File: config.mk
export PLATFORM = sky130hd
export DESIGN_NAME = commit_unit
export DESIGN_NICKNAME = d
export VERILOG_FILES = /design/src/rtl/commit_unit.sv
export SDC_FILE = /design/constraint.sdc
export NUM_CORES = 1
export LEC_CHECK = 0
export BUFFER_PORTS_ARGS = -buffer_cell sky130_fd_sc_hd__buf_2
export CORE_ASPECT_RATIO = 1.4
export CORE_MARGIN = 4
export CORE_UTILIZATION = 53
export DETAILED_ROUTE_END_ITERATION = 12
export GPL_ROUTABILITY_DRIVEN = 0
export PLACE_DENSITY_LB_ADDON = 0.3
export SLEW_MARGIN = 20
export SYNTH_ARGS = -nofsm -noshare
export SYNTH_HDL_FRONTEND = slang
export SYNTH_SLANG_ARGS = --single-unit
File: constraint.sdc
create_clock -name clk_in -period 9 [get_ports clk_in]
set_input_delay 0.45 -clock clk_in [delete_from_list [all_inputs] [get_ports clk_in]]
set_output_delay 0.45 -clock clk_in [all_outputs]
set_load 0.01 [all_outputs]
File: src/rtl/commit_unit.sv
// commit_unit
//
// In-order retirement stage behind the reorder buffer's commit port. Each
// accepted entry produces:
//   - a registered register-file writeback (suppressed for rd = x0);
//   - a branch-predictor training update for conditional branches;
//   - on a mispredict, a one-cycle fetch redirect and a multi-cycle
//     clear_branch_out flush of the speculative machinery.
// It also counts retired instructions and mispredicts.
//
// Ports
//   clk_in, rst_in (async, active-high), rdy_in (global enable / stall)
//   rob_to_commit_en_in, instr_id_in, rd_in, rob_pos_in, res_in,
//   jump_en_in, jump_a_in, pc_in, bp_in       : retiring ROB entry
//   rf_wr_en_out, rf_rd_out, rf_res_out,
//   rf_rob_pos_out                            : register-file writeback
//   bp_upd_en_out, bp_upd_pc_out,
//   bp_upd_taken_out                          : predictor training
//   redirect_en_out, redirect_pc_out          : fetch redirect
//   clear_branch_out                          : global flush
//   commit_cnt_out, mispredict_cnt_out        : performance counters
module commit_unit #(
  parameter int ADDR_W       = 32,
  parameter int WORD_W       = 32,
  parameter int REG_IDX_W    = 5,
  parameter int ROB_IDX_W    = 4,
  parameter int INSTR_ID_W   = 6,
  parameter int BR_ID_LO     = 1,
  parameter int BR_ID_HI     = 6,
  parameter int FLUSH_CYCLES = 2
) (
  input  logic                  clk_in,
  input  logic                  rst_in,
  input  logic                  rdy_in,
  input  logic                  rob_to_commit_en_in,
  input  logic [INSTR_ID_W-1:0] instr_id_in,
  input  logic [REG_IDX_W-1:0]  rd_in,
  input  logic [ROB_IDX_W-1:0]  rob_pos_in,
  input  logic [WORD_W-1:0]     res_in,
  input  logic                  jump_en_in,
  input  logic [ADDR_W-1:0]     jump_a_in,
  input  logic [ADDR_W-1:0]     pc_in,
  input  logic                  bp_in,
  output logic                  rf_wr_en_out,
  output logic [REG_IDX_W-1:0]  rf_rd_out,
  output logic [WORD_W-1:0]     rf_res_out,
  output logic [ROB_IDX_W-1:0]  rf_rob_pos_out,
  output logic                  bp_upd_en_out,
  output logic [ADDR_W-1:0]     bp_upd_pc_out,
  output logic                  bp_upd_taken_out,
  output logic                  redirect_en_out,
  output logic [ADDR_W-1:0]     redirect_pc_out,
  output logic                  clear_branch_out,
  output logic [31:0]           commit_cnt_out,
  output logic [31:0]           mispredict_cnt_out
);

  localparam int CNT_W = $clog2(FLUSH_CYCLES + 1);

  localparam logic [0:0] RUN   = 1'b0;
  localparam logic [0:0] FLUSH = 1'b1;

  localparam logic [INSTR_ID_W-1:0] BR_LO     = INSTR_ID_W'(BR_ID_LO);
  localparam logic [INSTR_ID_W-1:0] BR_HI     = INSTR_ID_W'(BR_ID_HI);
  localparam logic [CNT_W-1:0]      FLUSH_LD  = CNT_W'(FLUSH_CYCLES);
  localparam logic [CNT_W-1:0]      CNT_ONE   = CNT_W'(1);

  // Conditional branches occupy a contiguous block of instruction ids.
  function automatic logic is_cond_branch(input logic [INSTR_ID_W-1:0] id);
    return (id >= BR_LO) && (id <= BR_HI);
  endfunction

  // Correct-path address: the resolved target when the instruction
  // redirected, otherwise the fall-through (wraps modulo 2^ADDR_W).
  function automatic logic [ADDR_W-1:0] correct_pc(
    input logic              jump_en,
    input logic [ADDR_W-1:0] jump_a,
    input logic [ADDR_W-1:0] pc
  );
    return jump_en ? jump_a : pc + ADDR_W'(4);
  endfunction

  logic [0:0]           state_q;
  logic [CNT_W-1:0]     flush_cnt_q;

  logic                 wb_vld_p1;
  logic [REG_IDX_W-1:0] wb_rd_p1;
  logic [WORD_W-1:0]    wb_res_p1;
  logic [ROB_IDX_W-1:0] wb_pos_p1;

  logic                 bp_vld_p1;
  logic [ADDR_W-1:0]    bp_pc_p1;
  logic                 bp_taken_p1;

  logic                 redir_vld_p1;
  logic [ADDR_W-1:0]    redir_pc_p1;
  logic                 clear_p1;

  logic [31:0]          commit_cnt_q;
  logic [31:0]          mispredict_cnt_q;

  logic                 accept;
  logic                 mispredict;

  // JALR reports bp=0 / jump_en=1, so it lands here without special casing.
  assign accept     = (state_q == RUN) && rob_to_commit_en_in;
  assign mispredict = accept && (jump_en_in != bp_in);

  // ---- stage p0 -> p1: sample retiring entry, register all outputs ----
  always_ff @(posedge clk_in or posedge rst_in) begin
    if (rst_in) begin
      state_q          <= RUN;
      flush_cnt_q      <= '0;
      wb_vld_p1        <= 1'b0;
      wb_rd_p1         <= '0;
      wb_res_p1        <= '0;
      wb_pos_p1        <= '0;
      bp_vld_p1        <= 1'b0;
      bp_pc_p1         <= '0;
      bp_taken_p1      <= 1'b0;
      redir_vld_p1     <= 1'b0;
      redir_pc_p1      <= '0;
      clear_p1         <= 1'b0;
      commit_cnt_q     <= '0;
      mispredict_cnt_q <= '0;
    end else if (rdy_in) begin
      wb_vld_p1    <= 1'b0;
      bp_vld_p1    <= 1'b0;
      redir_vld_p1 <= 1'b0;

      if (accept) begin
        commit_cnt_q <= commit_cnt_q + 32'd1;

        if (rd_in != '0) begin
          wb_vld_p1 <= 1'b1;
          wb_rd_p1  <= rd_in;
          wb_res_p1 <= res_in;
          wb_pos_p1 <= rob_pos_in;
        end

        if (is_cond_branch(instr_id_in)) begin
          bp_vld_p1   <= 1'b1;
          bp_pc_p1    <= pc_in;
          bp_taken_p1 <= jump_en_in;
        end
      end

      if (mispredict) begin
        redir_vld_p1     <= 1'b1;
        redir_pc_p1      <= correct_pc(jump_en_in, jump_a_in, pc_in);
        clear_p1         <= 1'b1;
        flush_cnt_q      <= FLUSH_LD;
        state_q          <= FLUSH;
        mispredict_cnt_q <= mispredict_cnt_q + 32'd1;
      end

      // Wrong-path entries presented during FLUSH are simply not accepted.
      // The counter value at the edge decides whether clear survives it.
      if (state_q == FLUSH) begin
        if (flush_cnt_q > CNT_ONE) begin
          flush_cnt_q <= flush_cnt_q - CNT_ONE;
        end else begin
          flush_cnt_q <= '0;
          clear_p1    <= 1'b0;
          state_q     <= RUN;
        end
      end
    end
  end

  assign rf_wr_en_out       = wb_vld_p1;
  assign rf_rd_out          = wb_rd_p1;
  assign rf_res_out         = wb_res_p1;
  assign rf_rob_pos_out     = wb_pos_p1;
  assign bp_upd_en_out      = bp_vld_p1;
  assign bp_upd_pc_out      = bp_pc_p1;
  assign bp_upd_taken_out   = bp_taken_p1;
  assign redirect_en_out    = redir_vld_p1;
  assign redirect_pc_out    = redir_pc_p1;
  assign clear_branch_out   = clear_p1;
  assign commit_cnt_out     = commit_cnt_q;
  assign mispredict_cnt_out = mispredict_cnt_q;

endmodule

==> results.cfg <==
[outcome]
status = finished, final reports clean

[routing]
avgRoutedWirePerCell_um = 18.0
drc = 0
wl_um = 21500
antenna_left = 0
vias_per_cell = 5.38
dr.pass1.iters = 4
dr_total_vias = 6430
initialDrtViolationCount = 292

[layout]
diodes = 0
syn_to_final_growth_pct = 28.2
finalNetCount = 1114
final_cells = 1196
final_area_mm2 = 0.0101
nFillCells = 1168
drive_gt1_share_pct = 40.2
final_core_util_pct = 69.5

[flow_run]
maxCapViolCount = 0

[critical_path]
crit_type = flop to flop
startpoint_type = flop
path_max_fanout = 47
crit_path_end_kind = flop
critical_path_required_ns = 9.34
arrival_ns = 3.34

[sta]
drv_slew = 0
rsz0062_at_grt = false
min_period_over_period_pct = 33.3
clock_skew_ns = 0.0111
clock.fmax_mhz = 334
slew_headroom_pct = 35.3
min_period_ns = 2.99
setup-tns-final_ns = 0
tightest_slew_ns = 0.971
setup-violations-final = 0
hold_violations = 0

[synth]
synth_cell_type_count = 43
ys_seq_area_share_pct = 56.3
yosys-top-cells-area = dfrtp_1 56%, mux2_2 9.4%, xnor2_1 5.2%
ys_ff_latch = 177
syn_inst = 708
yosys_warnings = 0
synth_top_area_cell = dfrtp_1
ys.flop_type = dfrtp_1
syn_avg_cell_area_um2 = 11.1
synth_top_area_share_pct = 56.3
syn_area_mm2 = 0.00787
synth_edf_count = 0
synth-async-reset-ratio_pct = 100
syn_nets = 828

[clock_network]
clk_latency_ns = 0.42
root_buffer = clkbuf_16
cts_setup_buffers = 0
cts.clk_slew.worst_paths_ns = 0.07
cts.sinks = 177
numCtsBuffers = 17
ctsResizeCount = 0
tritoncts = done
clock_path_buffers = 2
hold_buffers = 0
cts_max_level = 4

[floorplanning]
core_mm2 = 0.0145
initial_utilization_pct = 54.2
fp.dieH_um = 152
rows = 52
die-area_mm2 = 0.0169
die_width_um = 111
ios = 291

[power]
p_leak_nw = 5.10
worst_ir_drop_vdd_mv = 0.136
p_per_area_mw_per_mm2 = 257
total_power_mw = 2.59

[grt]
grt_max_degree = 108
grt_pass1_wl_um = 34800
antenna_found_initial = 0
grt_usage_pct = 25.5
grt_overflow = 0
grt_pass1_vias = 6718

[place]
port_buffers = 290
dp_hpwl_um = 15900
dp_cells = 1164
place_area_mm2 = 0.00952

[worst_hold_path]
worstHoldPathType = primary input to async pin
[power breakdown]
group / total, mW / internal (mW) / switching, mW / leakage, nW
Combinational: 0.726 / 0.338 / 0.388 / 2.60
Sequential: 1.16 / 1.02 / 0.137 / 2.23
Clock: 0.708 / 0.367 / 0.341 / 0.275
Total: 2.59 / 1.73 / 0.866 / 5.10
[stage by stage]
step / setup WS [ns] / hold slack [ns]
finish: 6.01 / 0.219
global route: 5.77 / 0.237
CTS: 5.99 / 0.227
detailed placement: 5.75 / 0.459
global placement: 5.80 / 0.453
floorplan: 3.75 / 0.451
[cells in the mapped netlist, types with 16 or more instances]
library cell  count
nor2_1           43
a21oi_1          23
nand2_1          77
nand3_1          32
inv_1            18
xor2_1           40
clkbuf_1         22
xnor2_1          47
mux2_2           66
dfrtp_1         177
nor3_1           20
and3_1           16
nand4_1          28
o21ai_0          32
[worst max-delay path: stages, from the launching register on]
cell and delay [ns]:
dfrtp_1 0.43, and3b_1 0.64, nand2b_2 0.69, or4_1 0.78
nor3_2 0.22, xor2_1 0.15
[worst paths after layout]
| path | from | to | slack, ns | cells after the start |
|---|---|---|---|---|
| worst max-delay path | state_q$_DFFE_PP0P_ | mispredict_cnt_out[30]$_DFFE_PP0P_ | 6.01 | 5 |
| worst min-delay path | rst_in | rf_res_out[23]$_DFFE_PP0P_ | 0.22 | 2 |
| worst max register to register | state_q$_DFFE_PP0P_ | mispredict_cnt_out[30]$_DFFE_PP0P_ | 6.01 | 5 |
| worst min register to register | commit_cnt_out[31]$_DFFE_PP0P_ | commit_cnt_out[31]$_DFFE_PP0P_ | 0.47 | 1 |
| max in group asynchronous | rst_in | redirect_pc_out[22]$_DFFE_PP0P_ | 7.24 | 3 |
| min in group clk_in | rd_in[4] | rf_rd_out[4]$_DFFE_PP0P_ | 0.25 | 3 |
[layout make-up]
type | count | area (um^2) | area share (%)
Timing Repair Buffer | 295 | 1510 | 15.0
Inverter | 18 | 72.6 | 0.720
Tap cell | 189 | 236 | 2.34
Clock inverter | 15 | 139 | 1.38
Clock buffer | 17 | 425 | 4.22
Sequential cell | 177 | 4430 | 43.9
Multi-Input combinational cell | 485 | 3270 | 32.5
[registers in the layout, indices dropped and copies added, names as in the netlist]
signal,count
bp_upd_en_out,1
bp_upd_pc_out,32
bp_upd_taken_out,1
clear_branch_out,1
commit_cnt_out,32
flush_cnt_q,2
mispredict_cnt_out,32
redirect_en_out,1
redirect_pc_out,32
rf_rd_out,5
rf_res_out,32
rf_rob_pos_out,4
rf_wr_en_out,1
state_q,1
[placed cells by master (no fill, tap or decap), types with 4 or more instances in the layout]
cell,count
inv_1,17
nor2_1,42
buf_2,290
nand2_1,77
o21ai_0,32
a21oi_1,23
inv_8,4
nor3_1,20
o22ai_1,12
xor2_1,40
xnor2_1,47
inv_6,6
mux2_2,66
and4_1,4
dfrtp_1,177
nor4_1,5
nand3_1,32
nand4_1,28
clkbuf_16,17
buf_4,4
mux2i_1,4
and3_1,16
or3_1,4
[per-layer routing]
metal | vias to the layer above | wire length, um | track usage (%)
li1 | 3038 | - | -
met1 | 3084 | 7970 | 29.2
met2 | 274 | 11300 | 45.5
met3 | 34 | 1700 | 7.47
met4 | 0 | 537 | 8.80
met5 | - | 0 | 0
[kinds of logic after synthesis]
family          count (synthesis)  synth area share [%]
fa+ha+maj                       3                 0.477
buf+inv                        46                  2.26
compound gates                 78                  5.47
flops                         177                  56.3
mux                            70                  9.96
xor+xnor                       87                  9.69
simple gates                  247                  15.8
No activity file was read; power rests on OpenSTA's default activity.
